===== config.mk =====
export PLATFORM = sky130hd
export DESIGN_NAME = spi_flash_reader
export DESIGN_NICKNAME = d
export VERILOG_FILES = /design/src/rtl/spi_flash_reader_pkg.sv /design/src/rtl/spi_bus_access.sv /design/src/rtl/spi_flash_reader.sv
export SDC_FILE = /design/constraint.sdc
export NUM_CORES = 1
export LEC_CHECK = 0
export BUFFER_PORTS_ARGS = -buffer_cell sky130_fd_sc_hd__buf_2
export CORE_MARGIN = 3
export CORE_UTILIZATION = 56
export CTS_CLUSTER_SIZE = 8
export DETAILED_ROUTE_END_ITERATION = 7
export PLACE_DENSITY = 0.8
export SLEW_MARGIN = 20
export SYNTH_ARGS = -nofsm -noshare
export SYNTH_HDL_FRONTEND = slang
export SYNTH_SLANG_ARGS = --single-unit

===== constraint.sdc =====
create_clock -name clk_i -period 4.4 [get_ports clk_i]
set_input_delay 0 -clock clk_i [delete_from_list [all_inputs] [get_ports clk_i]]
set_output_delay 0 -clock clk_i [all_outputs]
set_load 0.05 [all_outputs]

===== src/rtl/spi_flash_reader_pkg.sv =====
// spi_flash_reader_pkg: peripheral register map, status bits, flash opcode and state encodings
package spi_flash_reader_pkg;
  localparam logic [1:0] REG_DATA = 2'd0;
  localparam logic [1:0] REG_STATUS = 2'd1;
  localparam logic [1:0] REG_SPEED = 2'd2;
  localparam int STAT_BUSY = 5;
  localparam int STAT_RECNEW = 1;
  localparam logic [7:0] FLASH_CMD_READ = 8'h03;
  typedef enum logic [2:0] {S_IDLE, S_SPEED, S_CS_SETUP, S_RUN, S_DRAIN, S_CS_HOLD, S_DONE} state_e;
  typedef enum logic [1:0] {ACC_SPEED, ACC_PUSH, ACC_POP, ACC_STAT} acc_e;
  function automatic logic [7:0] tx_byte(input logic [16:0] sent, input logic [23:0] a);
    return sent == 17'd0 ? FLASH_CMD_READ : sent == 17'd1 ? a[23:16] :
           sent == 17'd2 ? a[15:8] : sent == 17'd3 ? a[7:0] : 8'h00;
  endfunction
endpackage


===== src/rtl/spi_bus_access.sv =====
// spi_bus_access: single-access bus master; latches one access on start and holds it until ack
module spi_bus_access (
  input  logic        clk_i,
  input  logic        rst_i,
  input  logic        start_i,
  input  logic        write_i,
  input  logic [1:0]  reg_i,
  input  logic [3:0]  sel_i,
  input  logic [31:0] data_i,
  input  logic        ack_i,
  input  logic [31:0] dat_i,
  output logic        stb_o,
  output logic        we_o,
  output logic [1:0]  adr_o,
  output logic [3:0]  sel_o,
  output logic [31:0] dat_o,
  output logic [31:0] rdata_o,
  output logic        done_o
);
  logic        stb_q, we_q;
  logic [1:0]  adr_q;
  logic [3:0]  sel_q;
  logic [31:0] dat_q;
  always_ff @(posedge clk_i or posedge rst_i)
    if (rst_i) begin
      stb_q <= 1'b0;
      we_q  <= 1'b0;
      adr_q <= '0;
      sel_q <= '0;
      dat_q <= '0;
    end else if (start_i) begin
      stb_q <= 1'b1;
      we_q  <= write_i;
      adr_q <= reg_i;
      sel_q <= sel_i;
      dat_q <= data_i;
    end else if (stb_q && ack_i) begin
      stb_q <= 1'b0;
    end
  assign stb_o   = stb_q;
  assign we_o    = we_q;
  assign adr_o   = adr_q;
  assign sel_o   = sel_q;
  assign dat_o   = dat_q;
  assign rdata_o = dat_i;
  assign done_o  = stb_q & ack_i;
endmodule


===== src/rtl/spi_flash_reader.sv =====
// spi_flash_reader: turns one read request into SPI-flash READ traffic through the SPI peripheral
// and streams the received data bytes out with valid/ready.
module spi_flash_reader #(
  parameter logic [15:0] SPI_DIV    = 16'd5,
  parameter int          CS_DELAY   = 4,
  parameter int          FIFO_DEPTH = 8
) (
  input  logic        clk_i,
  input  logic        rst_i,
  input  logic        req_i,
  input  logic [23:0] addr_i,
  input  logic [15:0] len_i,
  output logic        busy_o,
  output logic        done_o,
  output logic [7:0]  data_o,
  output logic        valid_o,
  input  logic        ready_i,
  output logic        cs_n_o,
  output logic [1:0]  adr_o,
  output logic [3:0]  sel_o,
  output logic        stb_o,
  output logic        we_o,
  output logic [31:0] dat_o,
  input  logic [31:0] dat_i,
  input  logic        ack_i
);
  import spi_flash_reader_pkg::*;
  state_e      state_q;
  acc_e        acc_q, acc_d;
  logic        start_q, iss_d, pending, pop_ok, push_ok, bdone;
  logic [23:0] addr_q;
  logic [16:0] len4_q, tx_left_q, rx_left_q;
  logic [2:0]  hdr_q;
  logic [4:0]  inflight_q;
  logic [3:0]  cnt_q;
  logic        recnew_q, cs_n_q, busy_q, done_q, valid_q;
  logic [7:0]  data_q;
  logic [31:0] rdata, wdata;
  logic        bwrite;
  logic [1:0]  breg;
  logic [3:0]  bsel;
  always_comb begin
    pending = start_q | stb_o;
    pop_ok  = recnew_q && rx_left_q != '0 && !(valid_q && !ready_i && hdr_q == '0);
    push_ok = tx_left_q != '0 && inflight_q < 5'(FIFO_DEPTH);
    iss_d   = (state_q == S_IDLE && req_i) || ((state_q == S_RUN || state_q == S_DRAIN) && !pending);
    acc_d   = state_q == S_IDLE ? ACC_SPEED : state_q == S_RUN && pop_ok ? ACC_POP :
              state_q == S_RUN && push_ok ? ACC_PUSH : ACC_STAT;
    bwrite  = acc_q == ACC_SPEED || acc_q == ACC_PUSH;
    breg    = acc_q == ACC_SPEED ? REG_SPEED : acc_q == ACC_STAT ? REG_STATUS : REG_DATA;
    bsel    = acc_q == ACC_SPEED ? 4'b0011 : acc_q == ACC_PUSH ? 4'b0001 : 4'b1111;
    wdata   = acc_q == ACC_SPEED ? {16'h0, SPI_DIV} :
              acc_q == ACC_PUSH ? {24'h0, tx_byte(len4_q - tx_left_q, addr_q)} : 32'h0;
  end
  spi_bus_access u_bus (
    .clk_i(clk_i), .rst_i(rst_i), .start_i(start_q), .write_i(bwrite), .reg_i(breg),
    .sel_i(bsel), .data_i(wdata), .ack_i(ack_i), .dat_i(dat_i), .stb_o(stb_o), .we_o(we_o),
    .adr_o(adr_o), .sel_o(sel_o), .dat_o(dat_o), .rdata_o(rdata), .done_o(bdone)
  );
  always_ff @(posedge clk_i or posedge rst_i)
    if (rst_i) begin
      state_q    <= S_IDLE;
      acc_q      <= ACC_STAT;
      start_q    <= 1'b0;
      addr_q     <= '0;
      len4_q     <= '0;
      tx_left_q  <= '0;
      rx_left_q  <= '0;
      hdr_q      <= '0;
      inflight_q <= '0;
      cnt_q      <= '0;
      recnew_q   <= 1'b0;
      cs_n_q     <= 1'b1;
      busy_q     <= 1'b0;
      done_q     <= 1'b0;
      valid_q    <= 1'b0;
      data_q     <= '0;
    end else begin
      start_q <= iss_d;
      if (iss_d) acc_q <= acc_d;
      done_q <= 1'b0;
      if (valid_q && ready_i) valid_q <= 1'b0;
      if (bdone && acc_q == ACC_PUSH) begin
        tx_left_q  <= tx_left_q - 17'd1;
        inflight_q <= inflight_q + 5'd1;
      end
      if (bdone && acc_q == ACC_STAT) recnew_q <= rdata[STAT_RECNEW];
      // the first four echoes belong to the command/address header and are dropped
      if (bdone && acc_q == ACC_POP) begin
        if (hdr_q != '0) hdr_q <= hdr_q - 3'd1;
        else begin
          data_q  <= rdata[7:0];
          valid_q <= 1'b1;
        end
        rx_left_q  <= rx_left_q - 17'd1;
        inflight_q <= inflight_q - 5'd1;
        recnew_q   <= 1'b0;
      end
      case (state_q)
        S_IDLE: if (req_i) begin
          addr_q     <= addr_i;
          len4_q     <= {1'b0, len_i} + 17'd4;
          tx_left_q  <= {1'b0, len_i} + 17'd4;
          rx_left_q  <= {1'b0, len_i} + 17'd4;
          hdr_q      <= 3'd4;
          inflight_q <= '0;
          recnew_q   <= 1'b0;
          busy_q     <= 1'b1;
          state_q    <= S_SPEED;
        end
        S_SPEED: if (bdone) begin
          cs_n_q  <= 1'b0;
          cnt_q   <= '0;
          state_q <= S_CS_SETUP;
        end
        S_CS_SETUP: begin
          cnt_q <= cnt_q + 4'd1;
          if (cnt_q == 4'(CS_DELAY - 1)) state_q <= S_RUN;
        end
        S_RUN: if (bdone && acc_q == ACC_POP && rx_left_q == 17'd1) state_q <= S_DRAIN;
        S_DRAIN: if (bdone && !rdata[STAT_BUSY]) begin
          cnt_q   <= '0;
          state_q <= S_CS_HOLD;
        end
        S_CS_HOLD: begin
          cnt_q <= cnt_q + 4'd1;
          if (cnt_q == 4'(CS_DELAY - 1)) begin
            cs_n_q  <= 1'b1;
            done_q  <= 1'b1;
            state_q <= S_DONE;
          end
        end
        S_DONE: begin
          busy_q  <= 1'b0;
          state_q <= S_IDLE;
        end
        default: state_q <= S_IDLE;
      endcase
    end
  assign busy_o  = busy_q;
  assign done_o  = done_q;
  assign data_o  = data_q;
  assign valid_o = valid_q;
  assign cs_n_o  = cs_n_q;
endmodule

=== After elaboration in Yosys (flattened, before gate mapping) ===
Cells that the tools add are included.

* Register bits: 146
* Latch bits: 0
* Memory bits (writable): 0
* Memory bits (read-only): 0
* Bits of input ports: 77
* Output and inout bits: 52
* Word-level logic and storage cells: 147
* Memories: 0

* $add $sub $neg: 8
* Multiply operators: 0
* Div/mod/pow operators: 0
* Magnitude comparators: 1
* Eq/ne operators: 20
* Shifts and indexed selects: 0
* Multiplexer cells: 53
* Bitwise operators: 3
* Reduce and logical (&&, ||, !) cells: 41

{| class="wikitable"
|+ Operators with widths
! kind !! number
|-
| $mux 17 || 6
|-
| $mux 8 || 6
|-
| $eq 17x1->1 const B || 2
|-
| $eq 17x2->1 const B || 2
|-
| $reduce_bool 17->1 || 2
|-
| $sub 17x1->17 const B || 2
|-
| $mux 3 || 10
|-
| $mux 5 || 4
|-
| $pmux 3 s6 || 1
|-
| $add 16x3->17 const B || 1
|-
| $logic_not 17->1 || 1
|-
| $sub 17x17->17 || 1
|-
| $logic_and 1x1->1 || 16
|-
| $mux 4 || 4
|-
| $mux 1 || 15
|-
| $pmux 4 s3 || 1
|-
| $eq 3x3->1 const B || 3
|-
| $mux 2 || 4
|-
| $ne 2x2->1 const B || 4
|-
| $eq 3x2->1 const B || 2
|-
| $logic_not 3->1 || 2
|-
| $reduce_and 2->1 || 3
|-
| $reduce_and 3->1 || 2
|-
| $reduce_and 6->1 || 1
|-
| 20 further kinds || 31
|}

=== Longest topological paths before layout ===
* Depth in word-level cells: 8
* Mapped depth: 11
* Mapped depth without buffers: 11

=== Hierarchy ===
A second synthesis with hierarchy kept.

* Cells, all modules: 824
* Area, all modules: 7975.1 sq um

{| class="wikitable"
|+ Modules (own cells, without submodules)
! module !! instances !! cells each !! area each (sq um) !! seq. area each (sq um)
|-
| spi_flash_reader || 1 || 705 || 6228.5 || 2656.3
|-
| spi_bus_access || 1 || 119 || 1746.7 || 1001.0
|}

=== Worst setup path after synthesis ===
Ideal clock, no wire load.

* Kind: reg2reg
* Start: register tx_left_q[0]
* End: register u_bus.dat_q[3], in the netlist u_bus.dat_o[3]
* Setup time: 0.096 ns
* Arrival: 2.694 ns
* Required time: 4.304 ns
* Path slack: 1.611 ns
* Cell stages (with the launch flop): 11
* Buffers on the path: 0
* Period minus slack after synthesis: 2.789 ns
* Path through: dfrtp_1 > ha_1 > fa_1 > nand2b_1 > a211o_1 > a21oi_1 > or2_2 > a21oi_1 > a2111oi_0 > nand3_1 > o31ai_1

* Word-level cells in the longest chain between the ends: 8
* Elaborated cells between the ends (all ways): 11
* Those cells by class: add/sub (1); eq/ne (3); mux (6); reduce/logical (1)

{| class="wikitable"
|+ RTL lines
! what !! line !! text
|-
| start: declaration || spi_flash_reader.sv:32 || <nowiki>logic [16:0] len4_q, tx_left_q, rx_left_q;</nowiki>
|-
| start signal: assignment || spi_flash_reader.sv:84 || <nowiki>tx_left_q <= tx_left_q - 17'd1;</nowiki>
|-
| start signal: assignment || spi_flash_reader.sv:103 || <nowiki>tx_left_q <= {1'b0, len_i} + 17'd4;</nowiki>
|-
| $sub 17x17->17 * || spi_flash_reader.sv:53 || <nowiki>acc_q == ACC_PUSH ? {24'h0, tx_byte(len4_q - tx_left_q, addr_q)} : 32'h0;</nowiki>
|-
| $eq 17x2->1 || spi_flash_reader_pkg.sv:13 || <nowiki>sent == 17'd2 ? a[15:8] : sent == 17'd3 ? a[7:0] : 8'h00;</nowiki>
|-
| $mux 8 (2 in series) || spi_flash_reader_pkg.sv:13 ||
|-
| $mux 8 || spi_flash_reader_pkg.sv:12 || <nowiki>return sent == 17'd0 ? FLASH_CMD_READ : sent == 17'd1 ? a[23:16] :</nowiki>
|-
| $mux 8 * || spi_flash_reader_pkg.sv:12 ||
|-
| $mux 8 * || spi_flash_reader.sv:53 ||
|-
| $mux 8 * || spi_flash_reader.sv:52 || <nowiki>wdata = acc_q == ACC_SPEED ? {16'h0, SPI_DIV} :</nowiki>
|-
| end signal: assignment || spi_bus_access.sv:36 || <nowiki>dat_q <= data_i;</nowiki>
|-
| end: declaration || spi_bus_access.sv:23 || <nowiki>logic [31:0] dat_q;</nowiki>
|}

Every way passes the cells marked *; elsewhere a longest branch is shown, timed or not.
A chain may end at the register's enable or synchronous reset.

=== Worst setup path after layout ===
Ends and elaborated chain as after synthesis.

==> metrics.md <==
| Metric | Value |
|---|---|
| Gate Count Post-Synth | 790 |
| Final clock skew | ~0.008 ns |
| Crit-path max cell delay | 0.49 ns |
| Lkg Pwr | 3.94 nW |
| I/O pin cnt | 129 |
| CTS Buffer Depth | 2 |
| Synth area leaders | dfrtp_1 (43%), nand2_1 (7.6%), ha_1 (4.7%) |
| DP HPWL | 10800 µm |
| DR DRC count | 0 |
| Worst-Margin Slew | 0.828 ns |
| Initial antenna violation count | 0 |
| Port bufs | 80 |
| Worst ir drop on vdd | 0.000428 V |
| Sink Count | 121 |
| GRT Util Overall | 0.260 |
| Detailed Routing Iterations Pass 1 | 6 |
| Synthesized area | 6920 µm² |
| CTS tree | done |
| GPL Wtd Cong | 0.914 |
| Cell taking the most area after synthesis | dfrtp_1 |
| Root Buffer | clkbuf_16 |
| Post-route insts no fill | roughly 1100 |
| Post-CTS Resized | 0 |
| Netlist cell types | 65 |
| Hold WC Path Type | in -> reg |
| Reg clk slew, reported paths | 0.05 ns |
| DRT Wirelength | 16700 µm |
| Worst Path Required | between 4 and 5 ns |
| Avg Inst Size Synth | 8.76 µm² |
| WL/cell | 15.4 µm |
| Initial core utilization | 0.588 |
| Minimum clock period | 3.42 ns |
| Final Hold Violating Endpoints | 0 |
| Share of post-route cells with drive strength above 1 | 0.155 |
| Die area | 13700 µm² |
| CTS Buf Count | 17 |
| Gr ovfl total | 0 |
| Antenna viol nets, final | 0 |
| Max Clock Freq | between 0.2 and 0.3 GHz |
| EDFF count, synth | 0 |
| Crit-path most repeated cell | a21oi_1 |
| Primary FF master, synth | dfrtp_1 |
| Rows | 39 |
| Via Count | 6023 |
| Max Cap Viol | 0 |
| TNS Setup | 0 ns |
| Synthesis Warnings | 0 |
| Setup-failing EPs final | 0 |
| Largest net degree at the start of global routing | 67 |
| Synth async-reset ratio | 1.00 |
| Status | complete, no violations |
| Nature of the critical path endpoint | flop |
| Crit-path slowest cell | a2111oi_0 |
| Die width | about 120 µm |
| Die H | 117 µm |
| Pwr Total | 6.52 mW |
| Slew headroom | 0.447 |
| N_diodes | 0 |
| Max Slew Vio Count | 0 |
| Vias in the first global route | around 5900 |
| Most frequent cell after synthesis | nand2_1 |
| CP cell instances | ha_1, fa_1, nand2b_1, a211o_1, a21oi_1, or2_2, a21oi_1, a2111oi_0, nand3_1, o31ai_1 |
| Flops & latches, synth | between 100 and 150 |
| NumNets Final | 1009 |
| WS Path Type | reg -> reg |
| Final period utilization | 0.778 |
| Htree depth | 4 |
| Unrepaired setup endpoints after global routing | no |
| P per Cell Area | 777 nW/µm² |
| Synth top area share | 0.427 |
| Worst-skew pair later-pin latency | about 0.42 ns |
| Commonest cells in the netlist | nand2_1 (140), dfrtp_1 (118), nor2_1 (79), a21oi_1 (62) |
| Setup crit start kind | flop |
| Core area | 11800 µm² |
| Area growth, synth to finish | 21.2% |
| Seq/Total Area, Yosys | 0.438 |
| Worst-path fanout max | 8 |
| Vias/cell | approximately 5.6 |
| Iter 0 DRT Violations | about 380 |
| Placed cell count | between 1000 and 1500 |
| Worst EP arrival | 3.75 ns |
| First-pass GRT wire length | 27900 µm |
-- what timing repair did --
action	4_1_cts	5_1_grt
buffers inserted	0	0
hold buffers	44	0
hold endpoints to repair	123	0
-- logic make-up (layout without fill, tap and decap cells) --
family                     count (synthesis)  count (layout)  share of synthesized area
and+or+nand+nor                          315             315                      0.208
AOI/OAI and AO/OA                        160             160                      0.140
DFF                                      121             121                      0.438
buffers and inverters                     93             196                     0.0646
xor gates and xnor gates                  50              50                     0.0633
adders and majority gates                 27              27                     0.0499
muxes                                     23              23                     0.0358
other                                      1              24                   0.000542
-- flip-flops by register name, indices dropped and copies added (netlist names), 3 cells and up --
| register | flops |
|---|---|
| addr_q | 24 |
| len4_q | 17 |
| rx_left_q | 17 |
| tx_left_q | 17 |
| data_o | 8 |
| u_bus.dat_o | 8 |
| inflight_q | 5 |
| cnt_q | 4 |
| hdr_q | 3 |
| state_q | 3 |
| u_bus.sel_o | 3 |
-- metal layers --
layer / up-vias / share of wire / routed length, µm / GRT usage
li1: 2888 / - / - / -
met1: 2867 / 0.43 / 7190 / 0.336
met2: 231 / 0.48 / 7960 / 0.423
met3: 37 / 0.064 / 1070 / 0.0632
met4: 0 / 0.026 / 440 / 0.100
met5: - / 0 / 0 / 0
-- layout by cell type, fill, tap and decap left out, types with 17 or more instances in the layout --
cell type      synthesis  routed
a21oi_1               62      62
buf_2                  2      80
clkbuf_16              0      17
conb_1                 1      24
dfrtp_1              118     118
dlygate4sd3_1          0      44
ha_1                  26      26
inv_1                 37      36
nand2_1              140     140
nand3_1               18      18
nor2_1                79      78
o21ai_0               35      35
xnor2_1               37      37
-- path summary, 6_finish.rpt --
kind / from / to / slack (ns) / depth (start not counted)
worst max-delay path: tx_left_q[0]$_DFF_PP0_ / u_bus.dat_o[3]$_DFFE_PP0P_ / 0.98 / 10
worst min-delay path: len_i[12] / len4_q[12]$_DFFE_PP0P_ / 0.01 / 4
worst max register to register: tx_left_q[0]$_DFF_PP0_ / u_bus.dat_o[3]$_DFFE_PP0P_ / 0.98 / 10
worst min register to register: addr_q[16]$_DFFE_PP0P_ / addr_q[16]$_DFFE_PP0P_ / 0.47 / 2
max in group asynchronous: rst_i / rx_left_q[4]$_DFF_PP0_ / 2.89 / 4
min in group asynchronous: rst_i / u_bus.sel_o[0]$_DFFE_PP0P_ / 0.32 / 3
-- through the flow --
step	setup WS, ns	hold WS (ns)	instance area, µm²	utilization
after global routing	0.788	0.0642	8390	0.713
after global placement	1.15	0.189	7350	0.625
after detailed placement	1.10	0.195	7350	0.625
final	0.977	0.0143	8390	0.713
after CTS	1.06	0.00233	8390	0.713
after floorplan	1.19	0.0964	7000	-
-- report_power, final --
group          total, mW  switching [mW]  internal, mW
combinational       3.13            1.91          1.22
clock               1.41           0.483         0.928
sequential          1.98           0.396          1.58
total               6.52            2.79          3.73
-- cell type report --
cell class,count,area [µm²]
multi-input combinational,599,3530
fill,847,3370
sequential,121,3030
timing repair buffer,129,878
clock buffer,23,478
tap,164,205
inverter,37,141
clock inverter,7,118
-- worst max-delay path, delay by kind of cell (launching register included) --
| kind | cells | cell delay, ns |
|---|---|---|
| AO/OA/AOI/OAI | 5 | 1.50 |
| flip-flops | 1 | 0.42 |
| AND/OR/NAND/NOR | 3 | 0.78 |
| adder cells (fa/ha/maj) | 2 | 0.62 |
No activity file was read; power rests on OpenSTA's default activity.
